### src/rtl/mem_port_arbiter_pkg.sv
// mem_arb_pkg: shared types and constants for the memory port arbiter.
package mem_arb_pkg;
    typedef enum logic [1:0] {IDLE, ACCESS, WAIT} state_e;
    typedef enum logic {OWN_IF, OWN_DM} owner_e;
    localparam logic [3:0] BE_WORD = 4'b1111;
endpackage

### src/rtl/mem_port_arbiter_if.sv
// mem_port_arbiter_if: fetch, data and memory-side signals of the arbiter.
interface mem_port_arbiter_if #(parameter int ADDR_W = 32);
    logic              if_req;
    logic [ADDR_W-1:0] if_addr;
    logic              if_done;
    logic [31:0]       if_rdata;
    logic              dm_req;
    logic              dm_we;
    logic [ADDR_W-1:0] dm_addr;
    logic [31:0]       dm_wdata;
    logic [3:0]        dm_be;
    logic              dm_done;
    logic [31:0]       dm_rdata;
    logic              mem_en;
    logic              mem_we;
    logic [ADDR_W-1:0] mem_addr;
    logic [31:0]       mem_wdata;
    logic [3:0]        mem_be;
    logic [31:0]       mem_rdata;
    modport slave (
        input  if_req, if_addr, dm_req, dm_we, dm_addr, dm_wdata, dm_be, mem_rdata,
        output if_done, if_rdata, dm_done, dm_rdata, mem_en, mem_we, mem_addr, mem_wdata, mem_be
    );
    modport master (
        output if_req, if_addr, dm_req, dm_we, dm_addr, dm_wdata, dm_be, mem_rdata,
        input  if_done, if_rdata, dm_done, dm_rdata, mem_en, mem_we, mem_addr, mem_wdata, mem_be
    );
endinterface

### src/rtl/mem_port_arbiter.sv
// mem_port_arbiter: shares one single-port memory between fetch and data requesters,
// data first, with an anti-starvation limit so fetch always progresses.
module mem_port_arbiter
    import mem_arb_pkg::*;
#(
    parameter int ADDR_W     = 32,
    parameter int READ_LAT   = 1,
    parameter int STARVE_MAX = 4
) (
    input  logic               clk,
    input  logic               reset,
    mem_port_arbiter_if.slave  bus,
    output logic               busy,
    output logic               owner_dm
);
    localparam logic [3:0] LAT  = 4'(READ_LAT);
    localparam logic [3:0] SMAX = 4'(STARVE_MAX);

    state_e            state_q, state_d;
    owner_e            owner_q, owner_d;
    logic              we_q, we_d;
    logic [ADDR_W-1:0] addr_q, addr_d;
    logic [31:0]       wdata_q, wdata_d;
    logic [3:0]        be_q, be_d;
    logic [3:0]        lat_q, lat_d;
    logic [3:0]        starve_q, starve_d;
    logic              if_done_q, if_done_d;
    logic              dm_done_q, dm_done_d;
    logic [31:0]       if_rdata_q, if_rdata_d;
    logic [31:0]       dm_rdata_q, dm_rdata_d;
    logic              mem_en_q, mem_en_d;
    logic              mem_we_q, mem_we_d;
    logic              if_elig, dm_elig, grant_if, grant_dm;

    // No grant at all while a done pulse is out, so a requester sees its done before re-arbitration.
    assign if_elig  = bus.if_req & ~if_done_q & ~dm_done_q;
    assign dm_elig  = bus.dm_req & ~if_done_q & ~dm_done_q;
    assign grant_dm = (state_q == IDLE) & dm_elig & ~(if_elig & (starve_q == SMAX));
    assign grant_if = (state_q == IDLE) & if_elig & ~grant_dm;

    always_comb begin
        state_d    = state_q;
        owner_d    = owner_q;
        we_d       = we_q;
        addr_d     = addr_q;
        wdata_d    = wdata_q;
        be_d       = be_q;
        lat_d      = lat_q;
        if_done_d  = 1'b0;
        dm_done_d  = 1'b0;
        if_rdata_d = if_rdata_q;
        dm_rdata_d = dm_rdata_q;
        mem_en_d   = 1'b0;
        mem_we_d   = 1'b0;
        starve_d   = (!bus.if_req || grant_if) ? 4'd0 :
                     grant_dm ? ((starve_q == SMAX) ? starve_q : starve_q + 4'd1) : starve_q;
        case (state_q)
            IDLE: begin
                if (grant_dm || grant_if) begin
                    state_d  = ACCESS;
                    owner_d  = grant_dm ? OWN_DM : OWN_IF;
                    addr_d   = grant_dm ? bus.dm_addr : bus.if_addr;
                    we_d     = grant_dm & bus.dm_we;
                    wdata_d  = grant_dm ? bus.dm_wdata : wdata_q;
                    be_d     = grant_dm ? bus.dm_be : BE_WORD;
                    mem_en_d = 1'b1;
                    mem_we_d = grant_dm & bus.dm_we;
                end
            end
            ACCESS: begin
                state_d   = we_q ? IDLE : WAIT;
                lat_d     = we_q ? lat_q : LAT;
                dm_done_d = we_q & (owner_q == OWN_DM);
                if_done_d = we_q & (owner_q == OWN_IF);
            end
            WAIT: begin
                if (lat_q == 4'd1) begin
                    state_d    = IDLE;
                    dm_done_d  = owner_q == OWN_DM;
                    if_done_d  = owner_q == OWN_IF;
                    dm_rdata_d = (owner_q == OWN_DM) ? bus.mem_rdata : dm_rdata_q;
                    if_rdata_d = (owner_q == OWN_IF) ? bus.mem_rdata : if_rdata_q;
                end else begin
                    lat_d = lat_q - 4'd1;
                end
            end
            default: state_d = IDLE;
        endcase
    end

    always_ff @(posedge clk) begin
        if (reset) begin
            state_q    <= IDLE;
            owner_q    <= OWN_IF;
            we_q       <= 1'b0;
            addr_q     <= '0;
            wdata_q    <= '0;
            be_q       <= '0;
            lat_q      <= '0;
            starve_q   <= '0;
            if_done_q  <= 1'b0;
            dm_done_q  <= 1'b0;
            if_rdata_q <= '0;
            dm_rdata_q <= '0;
            mem_en_q   <= 1'b0;
            mem_we_q   <= 1'b0;
        end else begin
            state_q    <= state_d;
            owner_q    <= owner_d;
            we_q       <= we_d;
            addr_q     <= addr_d;
            wdata_q    <= wdata_d;
            be_q       <= be_d;
            lat_q      <= lat_d;
            starve_q   <= starve_d;
            if_done_q  <= if_done_d;
            dm_done_q  <= dm_done_d;
            if_rdata_q <= if_rdata_d;
            dm_rdata_q <= dm_rdata_d;
            mem_en_q   <= mem_en_d;
            mem_we_q   <= mem_we_d;
        end
    end

    assign bus.if_done   = if_done_q;
    assign bus.if_rdata  = if_rdata_q;
    assign bus.dm_done   = dm_done_q;
    assign bus.dm_rdata  = dm_rdata_q;
    assign bus.mem_en    = mem_en_q;
    assign bus.mem_we    = mem_we_q;
    assign bus.mem_addr  = addr_q;
    assign bus.mem_wdata = wdata_q;
    assign bus.mem_be    = be_q;
    assign busy          = state_q != IDLE;
    assign owner_dm      = owner_q == OWN_DM;
endmodule

### src/flat_wrapper.sv
// flat-port wrapper written by rule: the top's interface ports become plain ports
module mem_port_arbiter_flat import mem_arb_pkg::*;
#(
    parameter int ADDR_W     = 32,
    parameter int READ_LAT   = 1,
    parameter int STARVE_MAX = 4
)
  (clk, reset, busy, owner_dm, bus_if_req, bus_if_addr, bus_dm_req, bus_dm_we, bus_dm_addr, bus_dm_wdata, bus_dm_be, bus_mem_rdata, bus_if_done, bus_if_rdata, bus_dm_done, bus_dm_rdata, bus_mem_en, bus_mem_we, bus_mem_addr, bus_mem_wdata, bus_mem_be);
  mem_port_arbiter_if #(.ADDR_W(ADDR_W)) bus_i ();
  input  logic clk;
  input  logic reset;
  output logic busy;
  output logic owner_dm;
  input wire logic [$bits(bus_i.if_req)-1:0] bus_if_req;
  input wire logic [$bits(bus_i.if_addr)-1:0] bus_if_addr;
  input wire logic [$bits(bus_i.dm_req)-1:0] bus_dm_req;
  input wire logic [$bits(bus_i.dm_we)-1:0] bus_dm_we;
  input wire logic [$bits(bus_i.dm_addr)-1:0] bus_dm_addr;
  input wire logic [$bits(bus_i.dm_wdata)-1:0] bus_dm_wdata;
  input wire logic [$bits(bus_i.dm_be)-1:0] bus_dm_be;
  input wire logic [$bits(bus_i.mem_rdata)-1:0] bus_mem_rdata;
  output wire logic [$bits(bus_i.if_done)-1:0] bus_if_done;
  output wire logic [$bits(bus_i.if_rdata)-1:0] bus_if_rdata;
  output wire logic [$bits(bus_i.dm_done)-1:0] bus_dm_done;
  output wire logic [$bits(bus_i.dm_rdata)-1:0] bus_dm_rdata;
  output wire logic [$bits(bus_i.mem_en)-1:0] bus_mem_en;
  output wire logic [$bits(bus_i.mem_we)-1:0] bus_mem_we;
  output wire logic [$bits(bus_i.mem_addr)-1:0] bus_mem_addr;
  output wire logic [$bits(bus_i.mem_wdata)-1:0] bus_mem_wdata;
  output wire logic [$bits(bus_i.mem_be)-1:0] bus_mem_be;
  assign bus_i.if_req = bus_if_req;
  assign bus_i.if_addr = bus_if_addr;
  assign bus_i.dm_req = bus_dm_req;
  assign bus_i.dm_we = bus_dm_we;
  assign bus_i.dm_addr = bus_dm_addr;
  assign bus_i.dm_wdata = bus_dm_wdata;
  assign bus_i.dm_be = bus_dm_be;
  assign bus_i.mem_rdata = bus_mem_rdata;
  assign bus_if_done = bus_i.if_done;
  assign bus_if_rdata = bus_i.if_rdata;
  assign bus_dm_done = bus_i.dm_done;
  assign bus_dm_rdata = bus_i.dm_rdata;
  assign bus_mem_en = bus_i.mem_en;
  assign bus_mem_we = bus_i.mem_we;
  assign bus_mem_addr = bus_i.mem_addr;
  assign bus_mem_wdata = bus_i.mem_wdata;
  assign bus_mem_be = bus_i.mem_be;
  mem_port_arbiter #(.ADDR_W(ADDR_W), .READ_LAT(READ_LAT), .STARVE_MAX(STARVE_MAX)) u_core (.clk(clk), .reset(reset), .bus(bus_i), .busy(busy), .owner_dm(owner_dm));
endmodule
### config.mk
export PLATFORM = sky130hd
export DESIGN_NAME = mem_port_arbiter_flat
export DESIGN_NICKNAME = d
export VERILOG_FILES = /design/src/rtl/mem_port_arbiter_pkg.sv /design/src/rtl/mem_port_arbiter_if.sv /design/src/rtl/mem_port_arbiter.sv /design/src/flat_wrapper.sv
export SDC_FILE = /design/constraint.sdc
export NUM_CORES = 1
export LEC_CHECK = 0
export CORE_MARGIN = 2
export CORE_UTILIZATION = 50
export DETAILED_ROUTE_END_ITERATION = 16
export DONT_BUFFER_PORTS = 1
export PLACE_DENSITY_LB_ADDON = 0.3
export SETUP_SLACK_MARGIN = 0.4
export SLEW_MARGIN = 20
export SYNTH_ARGS = -nofsm -noshare
export SYNTH_HDL_FRONTEND = slang
export SYNTH_SLANG_ARGS = --single-unit
### constraint.sdc
create_clock -name clk -period 1.9 [get_ports clk]
set_input_delay 0.475 -clock clk [delete_from_list [all_inputs] [get_ports clk]]
set_output_delay 0.475 -clock clk [all_outputs]
set_load 0.005 [all_outputs]
==> summary.txt <==
Floorplan
  • Core area: approximately 11000 µm²
  • Die W: ~110 µm
  • Die footprint: ~12000 µm²
  • Initial Utilization: 0.508
  • Boundary Pins: 275
  • Site row count: 39
  • Die Span Y: roughly 110 µm

Worst setup path
  • Startpoint types: flip-flop
  • Critical Path AT: 2.14 ns
  • Worst Path Max Fanout: 8
  • CP required: around 2.2 ns
  • R2r setup slk: ~0.091 ns
  • Crit path max-delay cell type: dfxtp_2
  • CP Class: reg2reg
  • Nature of the critical path endpoint: flip-flop
  • Crit-path most repeated cell: buf_6
  • Largest stage delay, worst path: 0.32 ns
  • Crit-path cells: inv_2, ha_4, buf_6, nor3b_4, buf_4, and3_4, buf_6, buf_12, nand2_2, a21oi_2

Placement
  • GP Congestion: approximately 0.85
  • Final HPWL DP: roughly 9.3 mm
  • Placed Area: a little under 6000 µm²
  • Placed Cells: 749
  • Port bufs: 0

Routing
  • DR vias/cell: 5.87
  • Met1 wire length: ~6.3 mm
  • Highest routed layer: met4
  • Vias: approximately 4800
  • Post-route ant nets: 0
  • WL final: roughly 17 mm
  • Drt wl/cell: between 20 and 25 µm
  • DR iter-0 viols: 378
  • TritonRoute pass-1 iters: 5
  • Met3 wire len: approximately 1.5 mm
  • Metal2 WL: just under 9 mm
  • Drc violations: 0

STA
  • Max Clk Rate: about 0.55 GHz
  • Endpoints failing hold: 0
  • Worst relative slew slack: 0.583
  • Slew Viols, Final: 0
  • Clk_skew: 0.00722 ns
  • Setup violators final: 0
  • Final Cycle Share: 0.952
  • Slew at the pin closest to its max-slew limit: around 0.62 ns
  • RSZ-0062 raised after global routing: true
  • Setup TNS: 0 ns
  • Crit path time final: ~1.8 ns

Power
  • Seq pwr share: 0.386
  • Final Power: 10500 µW
  • Cell Int Power: 7150 µW
  • Clock power share: 0.309
  • Comb pwr share: 0.305
  • Sw frac: 0.322
  • Sw power: 3390 µW
  • Max VDD drop: about 0.95 mV
  • Pwr/cell area: around 1400 nW/µm²
  • Static leakage: ~0.0029 µW

Yosys
  • Post-synth EDFFs: 0
  • Main synth FF type: dfxtp_1
  • Synthesized net count: roughly 780
  • Yosys reg bits: between 100 and 150
  • Mean area per synthesized cell: around 9 µm²
  • Register area share after synthesis: 0.518
  • Synth unique cells: 37
  • Post-Syn Area: roughly 5700 µm²
  • Synth area leaders: dfxtp_1 52%, nand2_1 13%, a21oi_1 9.0%
  • Synth top area share: 0.518
  • Syn Inst Count: ~640
  • Synth area leader: dfxtp_1
  • Syn. warnings: 0
  • Share of flip-flops with an asynchronous set or reset: 0

Layout
  • Fin util: 0.678
  • Reg area: 2970 µm²
  • Area grow syn2layout: 33.5%
  • Share of layout cells above drive strength 1: 0.336
  • Fill count: 851
  • Post-route design area: 7640 µm²
  • ANT cells: 0
  • Multi-input logic area: slightly above 3000 µm²
  • Non-filler cells, final: between 800 and 900
  • Final nets: just over 800

Global route
  • Initial antenna violation count: 0
  • First-pass GRT wire length: approximately 25 mm
  • GRT Util Overall: 0.252
  • Largest net degree at the start of global routing: ~110
  • GR Overflow Total: 0
  • Number of global-route vias before repair: roughly 4800

Clocking
  • CTS sink count: about 150
  • CTS H-tree lvls: 4
  • Cts hold-fix bufs: 0
  • Clk pin slew, worst setup/hold paths: roughly 0.060 ns
  • Clk Latency, worst-skew pair: about 0.41 ns
  • Root Driver: clkbuf_16
  • Clk buf depth: 2
  • Number of buffers created by CTS: 17
  • CTS tree: done

Flow run
  • Max-cap violations: 0

Worst hold path
  • Hold Path Class: in2reg

Outcome
  • Status: finished clean
worst paths after layout:
| kind | endpoint | depth (start not counted) | from |
|---|---|---|---|
| setup / recovery | u_core.bus.mem_wdata[30]$_SDFFE_PP0P_ | 10 | u_core.state_q[0]$_SDFFE_PP0P_ |
| hold / removal | u_core.bus.mem_wdata[31]$_SDFFE_PP0P_ | 1 | reset |
| setup reg to reg | u_core.bus.mem_wdata[30]$_SDFFE_PP0P_ | 10 | u_core.state_q[0]$_SDFFE_PP0P_ |
| hold reg to reg | u_core.bus.mem_wdata[1]$_SDFFE_PP0P_ | 2 | u_core.bus.mem_wdata[1]$_SDFFE_PP0P_ |
critical path: cells and delay by family (launching register included):
kind,cells,cell delay [ns]
compound gates,1,0.14
fa+ha+maj,1,0.14
flops,1,0.32
buf+inv,5,0.57
simple gates,3,0.55
cells in the mapped netlist (2+ instances only):
| master | n |
|---|---|
| o22ai_1 | 4 |
| buf_6 | 3 |
| o2bb2ai_1 | 5 |
| ha_1 | 8 |
| xor2_1 | 2 |
| a21oi_1 | 103 |
| o21ai_0 | 3 |
| clkbuf_1 | 33 |
| inv_1 | 10 |
| o2bb2ai_2 | 28 |
| buf_2 | 8 |
| nand4_1 | 3 |
| and3_1 | 2 |
| or3_1 | 2 |
| nand4b_1 | 2 |
| mux2i_1 | 34 |
| nor2_1 | 17 |
| dfxtp_1 | 148 |
| nand2b_1 | 6 |
| nor4_1 | 2 |
| nand3_1 | 4 |
| nand2_1 | 195 |
metal layers:
layer  vias to the layer above  track usage
li1                       2222            -
met1                      2315        0.285
met2                       261        0.440
met3                        27       0.0858
met4                         0       0.0950
met5                         -            0
sequential cells by signal, indices dropped and copies added, names as in the netlist:
signal and count:
u_core.state_q 2, u_core.bus.mem_addr 32, u_core.bus.dm_rdata 32, u_core.bus.mem_we 1
u_core.bus.mem_be 4, u_core.bus.dm_done 1, u_core.bus.mem_en 1, u_core.starve_q 4
u_core.owner_dm 1, u_core.bus.if_done 1, u_core.bus.if_rdata 32, u_core.we_q 1
u_core.lat_q 4, u_core.bus.mem_wdata 32
cell usage in the layout (no fill, tap or decap), types with 4 or more instances in the layout:
cell type / synthesis / layout
dfxtp_1: 148 / 146
nor2_4: 0 / 6
clkinv_2: 0 / 4
mux2i_2: 0 / 5
nand2_1: 195 / 158
buf_12: 0 / 8
a21oi_2: 0 / 46
or2_4: 0 / 4
o2bb2ai_1: 5 / 5
inv_1: 10 / 6
nor2_1: 17 / 12
clkbuf_16: 0 / 22
a21oi_1: 103 / 57
clkinv_4: 0 / 5
nand2_4: 0 / 21
buf_6: 3 / 13
buf_16: 0 / 9
buf_4: 1 / 15
nand2b_1: 6 / 5
mux2i_1: 34 / 29
o22ai_1: 4 / 4
nand2_2: 0 / 16
ha_1: 8 / 6
o2bb2ai_2: 28 / 28
power by group through the flow:
| stage | Sequential, µW | Combinational (µW) | Clock (µW) |
|---|---|---|---|
| floorplan | 4000 | 1620 | 0 |
| global placement | 4110 | 1850 | 0 |
| detailed placement | 4120 | 1960 | 0 |
| CTS | 4060 | 2750 | 3300 |
| global route | 4110 | 3400 | 3450 |
| finish | 4060 | 3210 | 3260 |
metrics by stage:
| step | hold WS, ns | worst slack (ns) |
|---|---|---|
| 6_report | 0.136 | 0.0914 |
| 5_1_grt | 0.110 | 0.0143 |
| 2_1_floorplan | 0.453 | 0.0917 |
| 3_3_place_gp | 0.455 | -0.0615 |
| 3_5_place_dp | 0.460 | -0.173 |
| 4_1_cts | 0.115 | 0.156 |
layout make-up:
cell class | count | area share
clock buffer | 17 | 0.0557
clock inverter | 15 | 0.0205
inverter | 10 | 0.00557
multi-input combinational | 438 | 0.401
sequential | 148 | 0.388
tap | 143 | 0.0234
timing repair buffer | 51 | 0.106
logic make-up after synthesis:
group / after synthesis / share of synthesized area
buffers and inverters: 55 / 0.0424
and+or+nand+nor: 243 / 0.176
DFF: 148 / 0.518
muxes: 34 / 0.0595
adders and majority gates: 8 / 0.0175
AOI/OAI and AO/OA: 147 / 0.184
xor gates and xnor gates: 2 / 0.00306
timing repair:
action,4_1_cts,5_1_grt
gates cloned,14,5
buffers inserted,20,2
gates resized for setup,85,77
pin swaps,27,45
setup endpoints to repair,139,147
No activity file was read; power rests on OpenSTA's default activity.
